## config.mk

```make
export PLATFORM = sky130hd
export DESIGN_NAME = mul_rnd_sat_p
export DESIGN_NICKNAME = d
export VERILOG_FILES = /design/src/rtl/mul_rnd_sat_p.sv
export SDC_FILE = /design/constraint.sdc
export NUM_CORES = 1
export LEC_CHECK = 0
export BUFFER_PORTS_ARGS = -buffer_cell sky130_fd_sc_hd__buf_2
export CAP_MARGIN = 20
export CORE_ASPECT_RATIO = 1.1
export CORE_UTILIZATION = 65
export DETAILED_ROUTE_END_ITERATION = 12
export PLACE_DENSITY = 0.8
export SKIP_CTS_REPAIR_TIMING = 1
export SYNTH_ARGS = -nofsm -noshare
export SYNTH_HDL_FRONTEND = slang
export SYNTH_SLANG_ARGS = --single-unit
```

## constraint.sdc

```tcl
create_clock -name clk -period 8.43 [get_ports clk]
set_input_delay 0.843 -clock clk [delete_from_list [all_inputs] [get_ports clk]]
set_output_delay 0.843 -clock clk [all_outputs]
set_load 0.005 [all_outputs]
```

## src/rtl/mul_rnd_sat_p.sv

```systemverilog
// rtl/mul_rnd_sat_p.sv - pipelined signed multiplier with selectable rounding and saturation
module mul_rnd_sat_p #(
  parameter int AW    = 19,
  parameter int BW    = 18,
  parameter int PW    = 18,
  parameter int SHIFT = 18,
  parameter int SAT   = 1,
  parameter int TW    = 2
) (
  input  logic                 clk,
  input  logic                 rst,
  input  logic                 ce,
  input  logic                 vin,
  input  logic [TW-1:0]        tin,
  input  logic [1:0]           mode,
  input  logic signed [AW-1:0] A,
  input  logic signed [BW-1:0] B,
  output logic signed [PW-1:0] P,
  output logic                 vout,
  output logic [TW-1:0]        tout,
  output logic                 V,
  input  logic                 clr,
  output logic                 ovf_sticky
);

  localparam int FW = AW + BW;
  // Bits R[FW:SHIFT+PW-1] must all match for the window to be representable.
  localparam int HW = FW - SHIFT - PW + 2;
  localparam logic [FW:0] ONE  = (FW+1)'(1);
  localparam logic [FW:0] HALF = ONE << (SHIFT - 1);

  logic signed [AW-1:0] a1;
  logic signed [BW-1:0] b1;
  logic                 v1, v2, v3;
  logic [TW-1:0]        t1, t2, t3;
  logic [1:0]           m1, m2;
  logic signed [FW-1:0] f2;
  logic [FW:0]          r3;

  logic [FW:0]   f_ext;
  logic [FW:0]   ofs;
  logic [HW-1:0] hi;
  logic          ov;
  logic [PW-1:0] p_next;
  logic          unused_lsbs;

  always_comb begin
    f_ext = {f2[FW-1], f2};
    ofs   = '0;
    case (m2)
      2'b00:   ofs = '0;
      2'b10:   ofs = HALF - ONE + {{FW{1'b0}}, f2[SHIFT]};
      default: ofs = HALF;
    endcase
  end

  always_comb begin
    hi     = r3[FW -: HW];
    ov     = !((&hi) || !(|hi));
    p_next = r3[SHIFT+PW-1:SHIFT];
    if (ov && (SAT != 0))
      p_next = r3[FW] ? {1'b1, {(PW-1){1'b0}}} : {1'b0, {(PW-1){1'b1}}};
  end

  // Rounding has already folded the discarded LSBs into the kept window.
  assign unused_lsbs = ^r3[SHIFT-1:0];

  always_ff @(posedge clk or negedge rst) begin
    if (!rst) begin
      a1         <= '0;
      b1         <= '0;
      v1         <= 1'b0;
      t1         <= '0;
      m1         <= '0;
      f2         <= '0;
      v2         <= 1'b0;
      t2         <= '0;
      m2         <= '0;
      r3         <= '0;
      v3         <= 1'b0;
      t3         <= '0;
      P          <= '0;
      V          <= 1'b0;
      vout       <= 1'b0;
      tout       <= '0;
      ovf_sticky <= 1'b0;
    end else if (ce) begin
      a1   <= A;
      b1   <= B;
      v1   <= vin;
      t1   <= tin;
      m1   <= mode;
      f2   <= FW'(a1) * FW'(b1);
      v2   <= v1;
      t2   <= t1;
      m2   <= m1;
      r3   <= f_ext + ofs;
      v3   <= v2;
      t3   <= t2;
      P    <= p_next;
      V    <= ov & v3;
      vout <= v3;
      tout <= t3;
      if (v3 && ov)
        ovf_sticky <= 1'b1;
      else if (clr)
        ovf_sticky <= 1'b0;
    end
  end

endmodule
```

# ---- Word level (Yosys, flattened, before mapping)
# Index checks and enable logic that the tools add are counted.
dict set report word_totals {
  ff_bits 148
  inputBits 46
  output_inout_bits 23
  word_cells 36
}
dict set report classes {
  addsub 2
  mul 1
  eq_ne 1
  mux 5
  bitwise 1
  reduce_logical 9
}
# op n
set ops {}
lappend ops {{37-bit by 19-bit adder with 38-bit output} 1}
lappend ops {{19-bit by 18-bit multiplier with 37-bit output} 1}
lappend ops {{18-bit two-way mux} 2}
lappend ops {{18-bit one-hot mux with 2 select lines} 1}
lappend ops {{17-bit by 1-bit adder with 18-bit output, first input constant} 1}
lappend ops {{3-bit AND reduction} 1}
lappend ops {{3-bit OR reduction} 1}
lappend ops {{2-bit == test, second input constant} 1}
lappend ops {{1-bit logical NOT} 2}
lappend ops {{2-bit logical NOT} 1}
lappend ops {{1-bit two-way mux} 2}
lappend ops {{2-bit AND reduction} 1}
lappend ops {{2-bit nonzero test} 1}
lappend ops {{1-bit bitwise AND} 1}
lappend ops {{1-bit logical AND} 1}
lappend ops {{1-bit logical OR} 1}

# ---- Longest topological paths before layout
# Gate-level depths: netlist of the first run.
dict set report depth {
  depth_word 7
  mapped_depth 25
}

# ---- Worst setup path after synthesis of the first run
# OpenSTA, ideal clock, no wires.
dict set report synth_timing {
  path_type {flip-flop to flip-flop}
  from {register a1[12]}
  to {register f2[28]}
  setup_time_ns 0.125
  arrival_ns 6.090
  t_required_ns 8.305
  slack_ns 2.215
  stages_incl_launch_ff 23
  n_path_buf 3
  synth_period_minus_slack_ns 6.215
  cell_sequence {dfrtp_1 clkbuf_1 clkbuf_1 nand2_1 fa_1 fa_1 fa_1 inv_1 fa_1 fa_1 inv_1 fa_1 inv_1 ha_1 clkbuf_1 a21o_1 a21oi_1 o211ai_1 a211o_1 a2111oi_4 o31ai_1 xor2_1 mux2_2}
}
dict set report synth_via {
  elab_chain_len 1
}
# element line
set synth_rtl {}
lappend synth_rtl {{from (decl)} 32} ;# logic signed [AW-1:0] a1;
lappend synth_rtl {{from (signal assigned)} 70} ;# a1 <= '0;
lappend synth_rtl {{from (signal assigned)} 88} ;# a1 <= A;
lappend synth_rtl {{19-bit by 18-bit multiplier with 37-bit output} 93} ;# f2 <= FW'(a1) * FW'(b1);
lappend synth_rtl {{to (signal assigned)} 93}
lappend synth_rtl {{to (decl)} 37} ;# logic signed [FW-1:0] f2;
# Every way passes these cells.
# A chain may end at the register's enable or synchronous reset.

# ---- Final worst setup path of the first run
dict set report layout_timing {
  from {register b1[4]}
  to {register f2[28]}
}
dict set report layout_via {
  elab_chain_len 1
}
# element line
set layout_rtl {}
lappend layout_rtl {{from (decl)} 33} ;# logic signed [BW-1:0] b1;
lappend layout_rtl {{from (signal assigned)} 71} ;# b1 <= '0;
lappend layout_rtl {{from (signal assigned)} 89} ;# b1 <= B;
lappend layout_rtl {{19-bit by 18-bit multiplier with 37-bit output} 93}
# Every way passes these cells.

==> flow_summary.toml, run 1 <==
[outcome]
outcome = "finished, final reports clean"

[final_layout]
fill_cells = 2155
nets = 2482
drive_gt1_frac = 0.09698
multi_input_area_um2 = 13530
syn_to_final_growth_pct = 5.333
antennaDiodeCount = 0
regArea_um2 = 3253

[worst_setup_path]
crit_family = "adder cells"
critPathMaxFanout = 20
cp_slowest_cell = "dfrtp_1"
critPathMaxStageDelay_ns = 0.95
path_class = "reg -> reg"
critPathMostFrequentCell = "fa_1"
worst_ep_arrival_time_ns = 7.10
cp.required_ns = 8.74
crit_buf_inv = 3
cp_cell_sequence = "nand2_1 -> fa_1 -> fa_1 -> fa_1 -> inv_1 -> fa_1 -> fa_1 -> inv_1 -> fa_1 -> inv_1 -> ha_1 -> and4_1 -> nand3_1 -> o211ai_1 -> a211o_1 -> a2111oi_4 -> o31ai_1 -> xor2_1 -> mux2_2"
crit_path_end_kind = "register"
start_kind = "register"

[global_route]
overflow = 0
antenna_found_initial = 0
grt_pass1_wl_mm = 71.06
track_usage = 0.3126
grt_max_degree = 99
grt_pass1_vias = 14850

[sta]
slew_viol_final = 0
finalSetupTns_ns = 0
tightest_slew_ns = 1.100
timing_hold_violations_final = 0
period_share = 0.8048
finalCriticalPeriod_ns = 6.784
rsz0062_at_grt = "false"
fmax_mhz = 147.4
finClkSkew_ns = 0.01272
relSlewSlack = 0.2670
finalSetupViolations = 0

[clock_network]
cts_tree = "done"
clk-insertion-delay-late_ns = 0.44
clkTransAtPathRegs_ns = 0.07
cts_made_buffers = 17
cts-root-buf = "clkbuf_16"
cts_sinks = 130
cts_buffer_depth = 2
htree_levels = 4

[floorplanning]
die_y_um = 180.7
rows = 65
die_w_um = 164.4
core_um2 = 28630
io_pins = 69
start_util = 0.6589
dieArea_um2 = 29700

[placed_design]
place_congestion = 0.9182
portBuffers = 68
dp_hpwl_mm = 31.53

[route]
drt_wl_total_mm = 41.87
dr.pass1.iters = 6
drc_errors = 0
antenna_left = 0
route.vias.total = 13530
wl_per_cell_um = 17.76
avgViaCountPerCell = 5.737
initialDrtViolationCount = 869

[logic_synthesis]
avgSynthCellArea_um2 = 9.450
ys_ff_latch = 130
yosysTopAreaCell = "fa_1"
netlist_area_um2 = 18860
ys_top_cells_by_area = "fa_1, dfrtp_1, inv_1, ha_1, and2_1"
synth_top_area_frac = 0.3662
ys_warn_count = 0
synth_common_cells = "inv_1, fa_1, nand2_1"
synth-async-reset-ratio = 1.000
synthFlopType = "dfrtp_1"
synth_most_common_cell = "inv_1"
yosysSeqAreaShare = 0.1725
synth_edf_count = 0
ys_types = 66
syn-num-nets = 2499
synth_cells = 1996

[job]
maxCapViolCount = 0

[worst_hold_path]
hold_path_class = "in -> async"
==> per-layer routing <==
layer / track usage / share of wire
met5: 0 / 0
met4: 0.1794 / 0.060
met3: 0.05109 / 0.058
met2: 0.5504 / 0.52
met1: 0.3561 / 0.36
==> final cells by class <==
cell class              count  share of cell area
well taps                 368             0.02318
inverters                 446             0.08426
flip-flops and latches    130              0.1637
multi-input cells        1312              0.6809
clock buffers              20             0.02349
clock inverters            10            0.005164
repair buffers             72             0.01927
==> sequential cells by signal, summed over array words and instances (netlist names) <==
signal      flops
r3             20
vout            1
t2              2
tout            2
ovf_sticky      1
m1              2
v3              1
V               1
b1             18
f2             37
t1              2
m2              2
t3              2
P              18
v2              1
a1             19
v1              1
==> stage by stage <==
stage	hold slack, ns	std cells	cell area [µm²]	setup WS [ns]	util
2_1_floorplan	0.4594	1996	18860	2.215	-
3_3_place_gp	0.4551	2328	19300	1.864	0.6741
3_5_place_dp	0.4649	2328	19300	1.816	0.6741
4_1_cts	0.3897	2358	19870	1.773	0.6940
5_1_grt	0.4025	2358	19870	1.171	0.6940
6_report	0.3579	2358	19870	1.646	0.6940
==> path summary, 6_finish.rpt <==
path                            start    endpoint  slack, ns  depth (start not counted)
hold reg to reg            ovf_sticky  ovf_sticky       0.48                          2
setup reg to reg                b1[4]      f2[28]       1.65                         19
setup / recovery                b1[4]      f2[28]       1.65                         19
min in group clk           ovf_sticky  ovf_sticky       0.48                          2
hold / removal                    rst       t3[1]       0.36                          1
max in group asynchronous         rst       a1[8]       6.66                          2
==> layout by cell type, fill, tap and decap left out, drive strengths merged, types with 4 or more instances in the layout <==
| cell type | count |
|---|---|
| a31oi | 6 |
| nand2b | 10 |
| dfrtp | 130 |
| clkbuf | 20 |
| o211ai | 24 |
| nor2 | 77 |
| and2 | 157 |
| o31ai | 6 |
| ha | 112 |
| nor4b | 7 |
| a21o | 27 |
| buf | 72 |
| xnor2 | 37 |
| nand2 | 237 |
| and4 | 4 |
| o21ai | 35 |
| o21a | 6 |
| nor3 | 12 |
| fa | 345 |
| nand4b | 4 |
| nand4 | 7 |
| inv | 448 |
| o21bai | 5 |
| a21oi | 45 |
| nand3 | 10 |
| nor3b | 4 |
| a211oi | 4 |
| clkinv | 5 |
| nor4 | 4 |
| xor2 | 6 |
| and3 | 6 |
| mux2 | 75 |
==> kinds of logic after synthesis <==
family / synth area share
flip-flops: 0.1725
AO/OA/AOI/OAI: 0.06647
XOR/XNOR: 0.01997
buffers and inverters: 0.1103
AND/OR/NAND/NOR: 0.1445
multiplexers: 0.04584
adder cells (fa/ha/maj): 0.4405
Power of run 1 is left out: the tool's default activity adds up to more than one toggle a clock period on the data nets, which glitch-free logic cannot reach.
==> inputs of run 2 (changes only) <==
--- a/config.mk
+++ b/config.mk
@@ -8,9 +8,9 @@
 export BUFFER_PORTS_ARGS = -buffer_cell sky130_fd_sc_hd__buf_2
 export CAP_MARGIN = 20
 export CORE_ASPECT_RATIO = 1.1
-export CORE_UTILIZATION = 65
+export CORE_UTILIZATION = 59
 export DETAILED_ROUTE_END_ITERATION = 12
-export PLACE_DENSITY = 0.8
+export PLACE_DENSITY = 0.77
 export SKIP_CTS_REPAIR_TIMING = 1
 export SYNTH_ARGS = -nofsm -noshare
 export SYNTH_HDL_FRONTEND = slang
==> constraint.sdc (replaced) <==
create_clock -name clk -period 5.6 [get_ports clk]
set_input_delay 0.56 -clock clk [delete_from_list [all_inputs] [get_ports clk]]
set_output_delay 0.56 -clock clk [all_outputs]
set_load 0.005 [all_outputs]
==> run 2 against run 1 <==
Against the previous run:
- the run now ends with setup timing left
- via count grew 7.3%
- first-iteration DRC count grew 4.8%
- register-to-register slack lost 2.2 ns
- largest cell class unchanged
- highest routed layer unchanged
==> flow_summary.toml, run 2 (same netlist as run 1, synthesis figures left out) <==
[outcome]
outcome = "finished with violations"
violations = "setup timing"

[clock_network]
htree_levels = 4
cts-root-buf = "clkbuf_16"
clk-insertion-delay-late_ns = 0.45
cts_tree = "done"
cts_made_buffers = 17
clkTransAtPathRegs_ns = 0.07
cts_sinks = 130
cts_buffer_depth = 2

[sta]
finalSetupViolations = 17
tightest_slew_ns = 1.024
finalCriticalPeriod_ns = 6.187
finClkSkew_ns = 0.01351
finalWorstSetupSlack_ns = -0.5870
rsz0062_at_grt = "true"
period_share = 1.105
slew_viol_final = 0
timing_hold_violations_final = 0
fmax_mhz = 161.6
relSlewSlack = 0.3172

[route]
drt_wl_total_mm = 46.25
initialDrtViolationCount = 911
antenna_left = 0
route.vias.total = 14510
wl_per_cell_um = 17.50
drc_errors = 0
dr.pass1.iters = 7
avgViaCountPerCell = 5.494

[placed_design]
portBuffers = 68
dp_hpwl_mm = 35.35
place_congestion = 0.9048

[final_layout]
syn_to_final_growth_pct = 17.98
top_register = "f2"
top_regs = "f2: 37 flops, r3: 20 flops, a1: 19 flops"
antennaDiodeCount = 0
nets = 2713
drive_gt1_frac = 0.2457
multi_input_area_um2 = 13940
largest_reg_flops = 37
final_cell_mix = "inv_1, fa_1, nand2_1, buf_4, and2_1"
layout_commonest_cell = "inv_1"
post-route-util = 0.7088
regArea_um2 = 3284
fill_cells = 2167

[floorplanning]
core_um2 = 31400
die_y_um = 189.5
io_pins = 69
die_w_um = 172.5
dieArea_um2 = 32690
start_util = 0.6008
rows = 68

[global_route]
antenna_found_initial = 0
track_usage = 0.3002
grt_pass1_wl_mm = 75.37
grt_pass1_vias = 16030
overflow = 0
grt_max_degree = 100

[worst_setup_path]
start_kind = "register"
critPathMaxFanout = 4
cp.required_ns = 5.94
worst_ep_arrival_time_ns = 6.53
crit_path_end_kind = "register"
path_class = "reg -> reg"

[job]
maxCapViolCount = 0

[worst_hold_path]
hold_path_class = "in -> async"
## run 2: cell types whose count changed in the layout (fill, tap and decap cells not counted), moves of 11 or more
cell / previous run / this run
a21oi_2: 1 / 12
dfrtp_1: 130 / 105
buf_4: 4 / 214
ha_1: 112 / 95
fa_2: 0 / 12
inv_1: 445 / 420
buf_6: 2 / 18
fa_1: 345 / 333
dfrtp_2: 0 / 25
a21oi_1: 44 / 32
inv_2: 0 / 24
and2_1: 157 / 145
and2_4: 0 / 12
ha_4: 0 / 13
## run 2: area by class of cell
type | count | share of cell area
multi-input combinational | 1312 | 0.6264
tap | 420 | 0.02362
sequential | 130 | 0.1476
timing repair buffer | 303 | 0.1010
clock buffer | 17 | 0.01912
inverter | 446 | 0.07540
clock inverter | 14 | 0.006860
## run 2: worst paths after layout
kind | depth (start not counted) | slack [ns] | endpoint | start
max | 22 | -0.59 | f2[32] | b1[4]
min | 1 | 0.10 | t1[1] | rst
max reg2reg | 22 | -0.59 | f2[32] | b1[4]
min reg2reg | 2 | 0.47 | ovf_sticky | ovf_sticky
max in group asynchronous | 2 | 4.16 | P[2] | rst
min in group clk | 2 | 0.34 | a1[3] | A[3]
## run 2: worst max-delay path, stage by stage, from the launching register on
cell and delay, ns:
dfrtp_2 0.42, buf_4 0.15, and2_1 0.16, fa_1 0.50, inv_1 0.07, fa_2 0.56, inv_1 0.06, fa_1 0.51
inv_1 0.07, fa_2 0.57, fa_2 0.45, fa_1 0.52, inv_1 0.05, ha_2 0.18, a21o_1 0.18, a21oi_2 0.11
o211ai_1 0.11, a211o_1 0.36, a2111oi_4 0.33, buf_6 0.18, nor3_4 0.05, o31a_1 0.28, o31ai_1 0.22
## run 2: through the flow
stage	setup WS (ns)	area, µm²	TNS (ns)	instances	hold WS [ns]
3_5_place_dp	-0.6469	20930	-7.358	2568	0.4585
4_1_cts	-0.6815	21510	-8.264	2599	0.1426
2_1_floorplan	-0.4018	19110	-2.046	1996	0.2644
5_1_grt	-0.7851	22250	-10.23	2642	0.1466
6_report	-0.5870	22250	-6.463	2642	0.1020
3_3_place_gp	-0.5088	20930	-5.369	2568	0.4543
## run 2: per-layer routing
metal / track usage / vias up / wire length (µm)
met3: 0.04703 / 217 / 2276
met2: 0.5273 / 491 / 24330
met4: 0.2056 / 0 / 3233
met1: 0.3311 / 7355 / 16410
met5: 0 / - / 0
li1: - / 6451 / -
Power of run 2 is left out for the same reason.
